`src/rtl/akarin_pkg.sv`:
```
// akarin shared definitions
// arbiter state encoding and memory bus widths
package akarin_pkg;

  localparam int MEM_AW = 32;
  localparam int MEM_DW = 32;
  localparam int MEM_BW = 4;

  typedef enum logic [1:0] {
    ST_IDLE,
    ST_BUSY_I,
    ST_BUSY_D,
    ST_RESP
  } arb_state_t;

endpackage

```
`src/rtl/mem_arbiter.sv`:
```
// mem_arbiter: shares one memory bus between ifetch and data ports
// one outstanding transaction, bounded data run, busy timeout
module mem_arbiter
  import akarin_pkg::*;
#(
  parameter int MAX_DATA_RUN = 4,
  parameter int TIMEOUT      = 255
) (
  input  logic              clk,
  input  logic              rst,
  input  logic              i_req,
  input  logic [MEM_AW-1:0] i_addr,
  output logic              i_ack,
  output logic [MEM_DW-1:0] i_rdata,
  output logic              i_err,
  input  logic              d_req,
  input  logic              d_we,
  input  logic [MEM_AW-1:0] d_addr,
  input  logic [MEM_DW-1:0] d_wdata,
  input  logic [MEM_BW-1:0] d_be,
  output logic              d_ack,
  output logic [MEM_DW-1:0] d_rdata,
  output logic              d_err,
  output logic              mem_req,
  output logic              mem_we,
  output logic [MEM_AW-1:0] mem_addr,
  output logic [MEM_DW-1:0] mem_wdata,
  output logic [MEM_BW-1:0] mem_be,
  input  logic              mem_ack,
  input  logic [MEM_DW-1:0] mem_rdata
);

  localparam int RW = $clog2(MAX_DATA_RUN + 2);
  localparam int TW = $clog2(TIMEOUT + 1);
  localparam logic [RW-1:0] RUN_MAX = RW'(MAX_DATA_RUN);
  localparam logic [TW-1:0] T_LIM   = TW'(TIMEOUT - 1);

  arb_state_t r_state;
  arb_state_t w_next;

  logic [RW-1:0] r_run;
  logic [TW-1:0] r_tcnt;

  logic w_busy;
  logic w_gnt_i;
  logic w_gnt_d;
  logic w_ok;
  logic w_tout;
  logic w_fin;

  logic              r_mem_req;
  logic              r_mem_we;
  logic [MEM_AW-1:0] r_mem_addr;
  logic [MEM_DW-1:0] r_mem_wdata;
  logic [MEM_BW-1:0] r_mem_be;

  logic              r_i_ack;
  logic              r_i_err;
  logic [MEM_DW-1:0] r_i_rdata;
  logic              r_d_ack;
  logic              r_d_err;
  logic [MEM_DW-1:0] r_d_rdata;

  // next state, grant decision and completion detection
  always_comb begin
    w_next  = r_state;
    w_gnt_i = 1'b0;
    w_gnt_d = 1'b0;
    w_ok    = 1'b0;
    w_tout  = 1'b0;
    w_busy  = 1'b0;
    unique case (r_state)
      ST_IDLE: begin
        if (i_req && d_req) begin
          if (r_run < RUN_MAX) begin
            w_gnt_d = 1'b1;
          end else begin
            w_gnt_i = 1'b1;
          end
        end else if (i_req) begin
          w_gnt_i = 1'b1;
        end else if (d_req) begin
          w_gnt_d = 1'b1;
        end
        if (w_gnt_i) begin
          w_next = ST_BUSY_I;
        end else if (w_gnt_d) begin
          w_next = ST_BUSY_D;
        end
      end
      ST_BUSY_I, ST_BUSY_D: begin
        w_busy = 1'b1;
        if (mem_ack) begin
          w_ok = 1'b1;
        end else if (r_tcnt == T_LIM) begin
          w_tout = 1'b1;
        end
        if (w_ok || w_tout) begin
          w_next = ST_RESP;
        end
      end
      ST_RESP: begin
        w_next = ST_IDLE;
      end
      default: begin
        w_next = ST_IDLE;
      end
    endcase
  end

  assign w_fin = w_ok | w_tout;

  // state register
  always_ff @(posedge clk) begin
    if (rst) begin
      r_state <= ST_IDLE;
    end else begin
      r_state <= w_next;
    end
  end

  // data-run and busy-timeout counters
  always_ff @(posedge clk) begin
    if (rst) begin
      r_run  <= '0;
      r_tcnt <= '0;
    end else begin
      if (w_gnt_i) begin
        r_run <= '0;
      end else if (w_gnt_d && (r_run != RUN_MAX)) begin
        r_run <= r_run + RW'(1);
      end
      if (w_gnt_i || w_gnt_d) begin
        r_tcnt <= '0;
      end else if (w_busy && !mem_ack) begin
        r_tcnt <= r_tcnt + TW'(1);
      end
    end
  end

  // latch the winner onto the memory bus
  always_ff @(posedge clk) begin
    if (rst) begin
      r_mem_req   <= 1'b0;
      r_mem_we    <= 1'b0;
      r_mem_addr  <= '0;
      r_mem_wdata <= '0;
      r_mem_be    <= '0;
    end else if (w_gnt_i) begin
      r_mem_req   <= 1'b1;
      r_mem_we    <= 1'b0;
      r_mem_addr  <= i_addr;
      r_mem_wdata <= '0;
      r_mem_be    <= {MEM_BW{1'b1}};
    end else if (w_gnt_d) begin
      r_mem_req   <= 1'b1;
      r_mem_we    <= d_we;
      r_mem_addr  <= d_addr;
      r_mem_wdata <= d_wdata;
      r_mem_be    <= d_be;
    end else if (w_fin) begin
      r_mem_req   <= 1'b0;
    end
  end

  // response pulses; rdata holds until next response on that port
  always_ff @(posedge clk) begin
    if (rst) begin
      r_i_ack   <= 1'b0;
      r_i_err   <= 1'b0;
      r_i_rdata <= '0;
      r_d_ack   <= 1'b0;
      r_d_err   <= 1'b0;
      r_d_rdata <= '0;
    end else begin
      r_i_ack <= 1'b0;
      r_i_err <= 1'b0;
      r_d_ack <= 1'b0;
      r_d_err <= 1'b0;
      if (w_fin && (r_state == ST_BUSY_I)) begin
        r_i_ack   <= 1'b1;
        r_i_err   <= w_tout;
        r_i_rdata <= w_ok ? mem_rdata : '0;
      end
      if (w_fin && (r_state == ST_BUSY_D)) begin
        r_d_ack   <= 1'b1;
        r_d_err   <= w_tout;
        r_d_rdata <= w_ok ? mem_rdata : '0;
      end
    end
  end

  assign mem_req   = r_mem_req;
  assign mem_we    = r_mem_we;
  assign mem_addr  = r_mem_addr;
  assign mem_wdata = r_mem_wdata;
  assign mem_be    = r_mem_be;
  assign i_ack     = r_i_ack;
  assign i_err     = r_i_err;
  assign i_rdata   = r_i_rdata;
  assign d_ack     = r_d_ack;
  assign d_err     = r_d_err;
  assign d_rdata   = r_d_rdata;

endmodule

```
`config.mk`:
```
export PLATFORM = sky130hd
export DESIGN_NAME = mem_arbiter
export DESIGN_NICKNAME = d
export VERILOG_FILES = /design/src/rtl/akarin_pkg.sv /design/src/rtl/mem_arbiter.sv
export SDC_FILE = /design/constraint.sdc
export NUM_CORES = 1
export LEC_CHECK = 0
export ABC_CLOCK_PERIOD_IN_PS = 4100
export CAP_MARGIN = 15
export CELL_PAD_IN_SITES_DETAIL_PLACEMENT = 0
export CELL_PAD_IN_SITES_GLOBAL_PLACEMENT = 2
export CORE_ASPECT_RATIO = 2
export CORE_UTILIZATION = 25
export CTS_CLUSTER_SIZE = 8
export DETAILED_ROUTE_END_ITERATION = 12
export GPL_TIMING_DRIVEN = 0
export HOLD_SLACK_MARGIN = 0.03
export MAX_ROUTING_LAYER = met4
export PLACE_DENSITY = 0.88
export SKIP_LAST_GASP = 1
export SYNTH_ARGS = -nofsm -noshare
export SYNTH_HDL_FRONTEND = slang
export SYNTH_SLANG_ARGS = --single-unit
```
`constraint.sdc`:
```
create_clock -name clk -period 4.1 [get_ports clk]
set_input_delay 0.615 -clock clk [delete_from_list [all_inputs] [get_ports clk]]
set_output_delay 0.615 -clock clk [all_outputs]
set_load 0.005 [all_outputs]
```
==> summary.md, run 1 <==
| Metric | Value |
|---|---|
| Synth Net Count | roughly 900 |
| Final setup viols | 0 |
| Peak supply drop | roughly 260 µV |
| Clock skew | around 0.011 ns |
| First-pass GRT wire length | between 30 and 40 mm |
| FFs w/ async S/R, synth | 0% |
| Number of synthesized register bits | ~150 |
| FF-to-FF setup slack | about 2.1 ns |
| Clock transition at the registers of the reported paths | around 0.060 ns |
| Sequential element share of the synthesized area | between 40% and 50% |
| Worst-path fanout max | 10 |
| Clock Tree Root | clkbuf_16 |
| WL final | about 24 mm |
| Post-CTS Resized | 0 |
| Num rows | 82 |
| Clk buf depth | 2 |
| Synth top area cells | dfxtp_1 (48%), nand2_1 (12%), a311oi_1 (9.2%) |
| Share of cells above drive strength 1 | 10.6% |
| HPWL after DPL | ~18 mm |
| Most frequent CP cell | clkbuf_1 |
| Critical path arrival | about 2.5 ns |
| Routed Antenna Nets | 0 |
| All-Layer GR Usage | 19.0% |
| Placed cell area | ~9500 µm² |
| Worst R2R Path Depth | 8 |
| Crit share post-route | a little over half |
| Worst reg2reg endpoint | mem_wdata[2]$_SDFFE_PP0P_ |
| I/O Pins | ~280 |
| Gp weighted congestion | between 0.7 and 0.8 |
| Design area | between 10000 and 15000 µm² |
| Multi-input gate area | about 2900 µm² |
| Startpoint types | input pin |
| Synth Cell Area | about 6400 µm² |
| Status | complete, no violations |
| CP max-delay cell | clkbuf_1 |
| Vias per cell | about 4.7 |
| # H-tree levels | 4 |
| Total power | roughly 5.5 mW |
| Final nets | 1168 |
| FF-to-FF Start | r_state[0]$_SDFFE_PP0P_ |
| Placed cells | roughly 1300 |
| Die X | 115 µm |
| Skew-Pair Late Insertion Delay | 0.45 ns |
| Top cell type's share of synthesized area | ~48% |
| Tightest Hold Check Type | flop to flop |
| Drt wl/cell | approximately 17 µm |
| Vias | between 6000 and 7000 |
| CP Cell Sequence | clkdlybuf4s50_1 > clkbuf_1 > clkbuf_1 > a311oi_1 |
| Register area | between 3000 and 4000 µm² |
| Slew margin rel. | roughly 46% |
| Max cap viols | 0 |
| Initial DRC Count | roughly 300 |
| CTS sink cnt | about 150 |
| EDFF count, synth | 0 |
| Count leader, synth | nand2_1 |
| RSZ-0062 raised after global routing | no |
| Cell taking the most area after synthesis | dfxtp_1 |
| Synth Flop Type | dfxtp_1 |
| Post-synth top cells | nand2_1 (209), dfxtp_1 (151), a21oi_1 (101), a311oi_1 (67), nor2_1 (44) |
| Kind of critical path | input pin to flop |
| Core area | around 25000 µm² |
| CP Capture Type | flop |
| Non-Filler Instances | about 1400 |
| Die H | between 200 and 250 µm |
| Highest achievable clock rate | approximately 460 MHz |
| Grt ovf | 0 |
| Least-Margin Pin Slew | between 0.8 and 0.9 ns |
| Synth unique cells | 35 |
| Grt peak-use layer | met2 |
| Synth-to-Final Area Change | 59.8% |
| Slowest Stage Delay on Critical Path | 0.68 ns |
| Post-CTS setup buffers | 0 |
| Drc violations | 0 |
| Met3 Resource Use GR | 3.97% |
| Fillers | roughly 2600 |
| Met1 usage | about a fifth |
| Pre-Repair DR Iteration Count | 4 |
| TritonCTS clock tree | built |
| Met2 usage | 34.3% |
| Hold Buf Count CTS | 0 |
| Lkg Pwr | 3.42 nW |
| Largest net degree at the start of global routing | 17 |
| DIE AREA | 26100 µm² |
| Total negative slack | 0 ns |
| Power per cell area | roughly 540 nW/µm² |
| Cts bufs inserted | 17 |
| Syn Area/Cell | between 8 and 9 µm² |
| Yosys warnings | 0 |
| CP endpoint | i_rdata[31]$_SDFFE_PP0P_ |
| Slew Limit Fails | 0 |
| Initial antenna violation count | 1 |
| Hold Vio Cnt, Final | 0 |
| Port bufs | 275 |
| Synth Instances | between 700 and 800 |
| Req. time, crit path | between 4 and 5 ns |
| Vias in the first global route | 6279 |
| Final min period | ~2.2 ns |
| Initial core utilization | roughly 25% |
| Critical path origin | rst |
-- sequential cells by signal, summed over array words and instances, names as in the netlist --
name and flops:
d_rdata 32, i_rdata 32, mem_addr 32, mem_wdata 32
r_tcnt 8, mem_be 4, r_run 3, r_state 2
d_ack 1, d_err 1, i_ack 1, i_err 1
mem_req 1, mem_we 1
-- cells in the final DEF, fill, tap and decap left out, drive strengths merged --
cell type,Yosys,final
o21ai,2,2
xnor2,5,5
nand4b,1,1
a21oi,101,101
bufinv,0,4
dfxtp,151,151
nor2b,2,2
and4,1,1
clkinv,0,4
clkdlybuf4s50,0,275
clkbuf,22,41
buf,44,44
nor3,1,1
diode,0,1
and3,5,5
nand4,3,3
or2,1,1
ha,7,7
inv,8,8
a21boi,1,1
nor2,44,44
o22ai,1,1
a31oi,4,4
or3,1,1
nand2,209,209
a211oi,1,1
o21a,2,2
nand3,5,5
a311oi,98,98
and2,4,4
o211ai,1,1
xor2,3,3
clkinvlp,0,4
nand3b,1,1
-- metrics by stage --
step / hold WS, ns / worst slack (ns) / utilization, %
final: 0.452 / 1.94 / 40.5
after detailed placement: 0.449 / 1.36 / 38.0
after global routing: 0.467 / 1.78 / 40.5
after floorplan: 0.453 / 2.48 / -
after global placement: 0.441 / 1.43 / 38.0
after CTS: 0.455 / 1.83 / 40.5
-- per-layer routing --
layer  part of all wire, %  routed length (µm)
met2                    55               13200
met4                   3.1                 732
met1                    37                8790
met3                   4.8                1140
met5                     0                   0
-- critical path: cells and delay by family --
kind                   cells  cell delay [ns]
buffers and inverters      3             1.72
AO/OA/AOI/OAI              1             0.10
-- area by class of cell --
| class | instances | share of cell area, % |
|---|---|---|
| clock inverters | 12 | 1.75 |
| inverters | 8 | 0.296 |
| well taps | 336 | 4.14 |
| repair buffers | 275 | 27.1 |
| multi-input cells | 504 | 28.7 |
| plain buffers | 66 | 3.81 |
| clock buffers | 19 | 4.36 |
| diodes | 1 | 0.0247 |
| flip-flops and latches | 151 | 29.8 |
-- worst min path at each step --
stage / startpoint / end / slack [ns] / depth (start not counted)
final: mem_wdata[27]$_SDFFE_PP0P_ / mem_wdata[27]$_SDFFE_PP0P_ / 0.45 / 2
after global routing: mem_wdata[5]$_SDFFE_PP0P_ / mem_wdata[5]$_SDFFE_PP0P_ / 0.47 / 2
after CTS: mem_wdata[20]$_SDFFE_PP0P_ / mem_wdata[20]$_SDFFE_PP0P_ / 0.46 / 2
after detailed placement: mem_wdata[3]$_SDFFE_PP0P_ / mem_wdata[3]$_SDFFE_PP0P_ / 0.45 / 2
after global placement: mem_wdata[8]$_SDFFE_PP0P_ / mem_wdata[8]$_SDFFE_PP0P_ / 0.44 / 2
after floorplan: mem_wdata[0]$_SDFFE_PP0P_ / mem_wdata[0]$_SDFFE_PP0P_ / 0.45 / 2
-- power by group --
group          switching [mW]  leakage, nW  internal (mW)
clock                   0.667        0.291           1.03
sequential              0.125         1.23           1.70
combinational            1.04         1.90          0.902
total                    1.83         3.42           3.63
-- logic make-up after synthesis --
group                      count (synthesis)  share of synthesized area [%]
and+or+nand+nor                          278                           17.5
AOI/OAI and AO/OA                        211                           25.9
DFF                                      151                           47.6
buffers and inverters                     74                           6.56
xor gates and xnor gates                   8                           1.10
adders and majority gates                  7                           1.38
Power figures use the tool's default switching activity.
==> run 2: changes to the inputs <==
--- a/config.mk
+++ b/config.mk
@@ -5,18 +5,18 @@
 export SDC_FILE = /design/constraint.sdc
 export NUM_CORES = 1
 export LEC_CHECK = 0
-export ABC_CLOCK_PERIOD_IN_PS = 4100
+export ABC_CLOCK_PERIOD_IN_PS = 2100
 export CAP_MARGIN = 15
 export CELL_PAD_IN_SITES_DETAIL_PLACEMENT = 0
 export CELL_PAD_IN_SITES_GLOBAL_PLACEMENT = 2
 export CORE_ASPECT_RATIO = 2
-export CORE_UTILIZATION = 25
+export CORE_UTILIZATION = 23
 export CTS_CLUSTER_SIZE = 8
 export DETAILED_ROUTE_END_ITERATION = 12
 export GPL_TIMING_DRIVEN = 0
 export HOLD_SLACK_MARGIN = 0.03
 export MAX_ROUTING_LAYER = met4
-export PLACE_DENSITY = 0.88
+export PLACE_DENSITY = 0.83
 export SKIP_LAST_GASP = 1
 export SYNTH_ARGS = -nofsm -noshare
 export SYNTH_HDL_FRONTEND = slang
==> constraint.sdc (replaced) <==
create_clock -name clk -period 2.1 [get_ports clk]
set_input_delay 0.315 -clock clk [delete_from_list [all_inputs] [get_ports clk]]
set_output_delay 0.315 -clock clk [all_outputs]
set_load 0.005 [all_outputs]
==> run 2 against run 1 <==
  * Clock skew shrank 0.0023 ns
  * Sequential cell count is the same
  * Non-clock buffer count is the same
  * Utilization shrank 3.0 points
  * Clock power grew 85%
  * Combinational power grew 96%
  * Worst setup slack lost 1.7 ns
  * Via count grew 0.20%
  * Sequential share of layout area is essentially flat
  * First-iteration DRC count grew 2.3%
  * Power grew 93%
==> summary.md, run 2 (synthesis gave the netlist of run 1 again) <==
| Metric | Value |
|---|---|
| Worst-path fanout max | 8 |
| Register area | a little over 3000 µm² |
| Final setup viols | 0 |
| CTS sink cnt | 151 |
| Initial antenna violation count | 0 |
| Pre-Repair DR Iteration Count | 8 |
| Post-CTS setup buffers | 0 |
| Num rows | 85 |
| Max cap viols | 0 |
| Share of cells above drive strength 1 | a little over a tenth |
| Fillers | roughly 2800 |
| Initial core utilization | a little under a quarter |
| Drc violations | 0 |
| Vias in the first global route | between 6000 and 7000 |
| Req. time, crit path | roughly 2.4 ns |
| Hold Vio Cnt, Final | 0 |
| Kind of critical path | flop to flop |
| Power per cell area | 1040 nW/µm² |
| Tightest Hold Check Type | input pin to flop |
| Grt ovf | 0 |
| Critical path arrival | 2.23 ns |
| Hold Buf Count CTS | 0 |
| HPWL after DPL | about 19 mm |
| Die X | 120 µm |
| DIE AREA | approximately 28000 µm² |
| Vias | 6433 |
| Design area | 10100 µm² |
| Clock Tree Root | clkbuf_16 |
| Non-Filler Instances | approximately 1400 |
| Least-Margin Pin Slew | roughly 0.86 ns |
| Core area | ~27000 µm² |
| Highest achievable clock rate | ~530 MHz |
| I/O Pins | roughly 280 |
| All-Layer GR Usage | approximately 18% |
| First-pass GRT wire length | 38.1 mm |
| Most frequent cells in the layout | clkdlybuf4s50_1 (275), nand2_1 (207), dfxtp_1 (151) |
| Slew margin rel. | between 40% and 50% |
| Startpoint types | flop |
| Final min period | around 1.9 ns |
| Routed Antenna Nets | 0 |
| Placed cells | around 1400 |
| Vias per cell | 4.65 |
| Synth-to-Final Area Change | 59.6% |
| Gp weighted congestion | a little over 0.8 |
| Clk buf depth | 2 |
| Multi-input gate area | roughly 2900 µm² |
| # H-tree levels | 4 |
| Largest net degree at the start of global routing | 17 |
| Clock skew | between 0.008 and 0.009 ns |
| CP Capture Type | flop |
| Port bufs | 275 |
| Slew Limit Fails | 0 |
| # diodes | 0 |
| Placed cell area | ~9500 µm² |
| RSZ-0062 raised after global routing | no |
| Skew-Pair Late Insertion Delay | about 0.44 ns |
| Die H | 237 µm |
| TritonCTS clock tree | built |
| Final nets | around 1200 |
| Clock transition at the registers of the reported paths | about 0.06 ns |
| Commonest non-fill, non-tap cell in the layout | clkdlybuf4s50_1 |
| Status | complete, no violations |
| Cts bufs inserted | 17 |
| Crit share post-route | between 90% and 100% |
| Lkg Pwr | 3.40 nW |
| Final Core Density | 37.5% |
| Peak supply drop | ~600 µV |
| Drt wl/cell | 17.9 µm |
| WL final | between 20 and 25 mm |
| Initial DRC Count | between 300 and 400 |
-- run 2: cell types whose count changed in the layout (fill, tap and decap cells not counted), sizes merged --
cell / change
clkinv: -1
inv: +1
clkbuf: +2
bufinv: -2
diode: -1
-- run 2: timing repair --
action	4_1_cts	5_1_grt
setup endpoints to repair	0	54
endpoints found under the hold margin	0	0
resized for setup	0	3
-- run 2: area by class of cell --
| class | instances | area share [%] |
|---|---|---|
| Buffer | 66 | 3.81 |
| Clock inverter | 10 | 1.20 |
| Sequential cell | 151 | 29.8 |
| Timing Repair Buffer | 275 | 27.1 |
| Multi-Input combinational cell | 504 | 28.8 |
| Inverter | 8 | 0.296 |
| Clock buffer | 21 | 4.64 |
| Tap cell | 348 | 4.29 |
-- run 2: power breakdown --
part | switching [mW] | leakage [nW] | internal (mW)
Sequential | 0.251 | 1.23 | 3.31
Combinational | 2.04 | 1.89 | 1.77
Clock | 1.30 | 0.278 | 1.84
Total | 3.59 | 3.40 | 6.92
-- run 2: worst paths after layout --
check / cells past startpoint / endpoint / slack, ns / from
max: 7 / r_state[1]$_SDFFE_PP0P_ / 0.20 / r_state[0]$_SDFFE_PP0P_
min: 3 / mem_wdata[19]$_SDFFE_PP0P_ / 0.42 / d_wdata[19]
max reg2reg: 7 / r_state[1]$_SDFFE_PP0P_ / 0.20 / r_state[0]$_SDFFE_PP0P_
min reg2reg: 2 / mem_wdata[30]$_SDFFE_PP0P_ / 0.45 / mem_wdata[30]$_SDFFE_PP0P_
-- run 2: critical path, cell delays in order, from the launching register on --
cell	delay, ns
dfxtp_1	0.36
inv_1	0.08
ha_2	0.40
nor2b_1	0.13
buf_2	0.19
o21ai_0	0.23
and4_1	0.25
o21a_1	0.16
-- run 2: metrics by stage --
step                power [mW]  setup TNS (ns)  setup WS, ns  hold WS, ns
floorplan                 5.59               0         0.484        0.451
CTS                       10.7               0        0.0153        0.387
global placement          7.46          -12.45        -0.258        0.442
global route              11.1               0        0.0478        0.418
finish                    10.5               0         0.199        0.416
detailed placement        7.46          -14.28        -0.291        0.448
-- run 2: routing by layer --
| metal | share of wire [%] | track usage (%) |
|---|---|---|
| met5 | 0 | - |
| met4 | 2.5 | 7.73 |
| met3 | 4.0 | 2.99 |
| met2 | 58 | 35.1 |
| met1 | 36 | 18.0 |
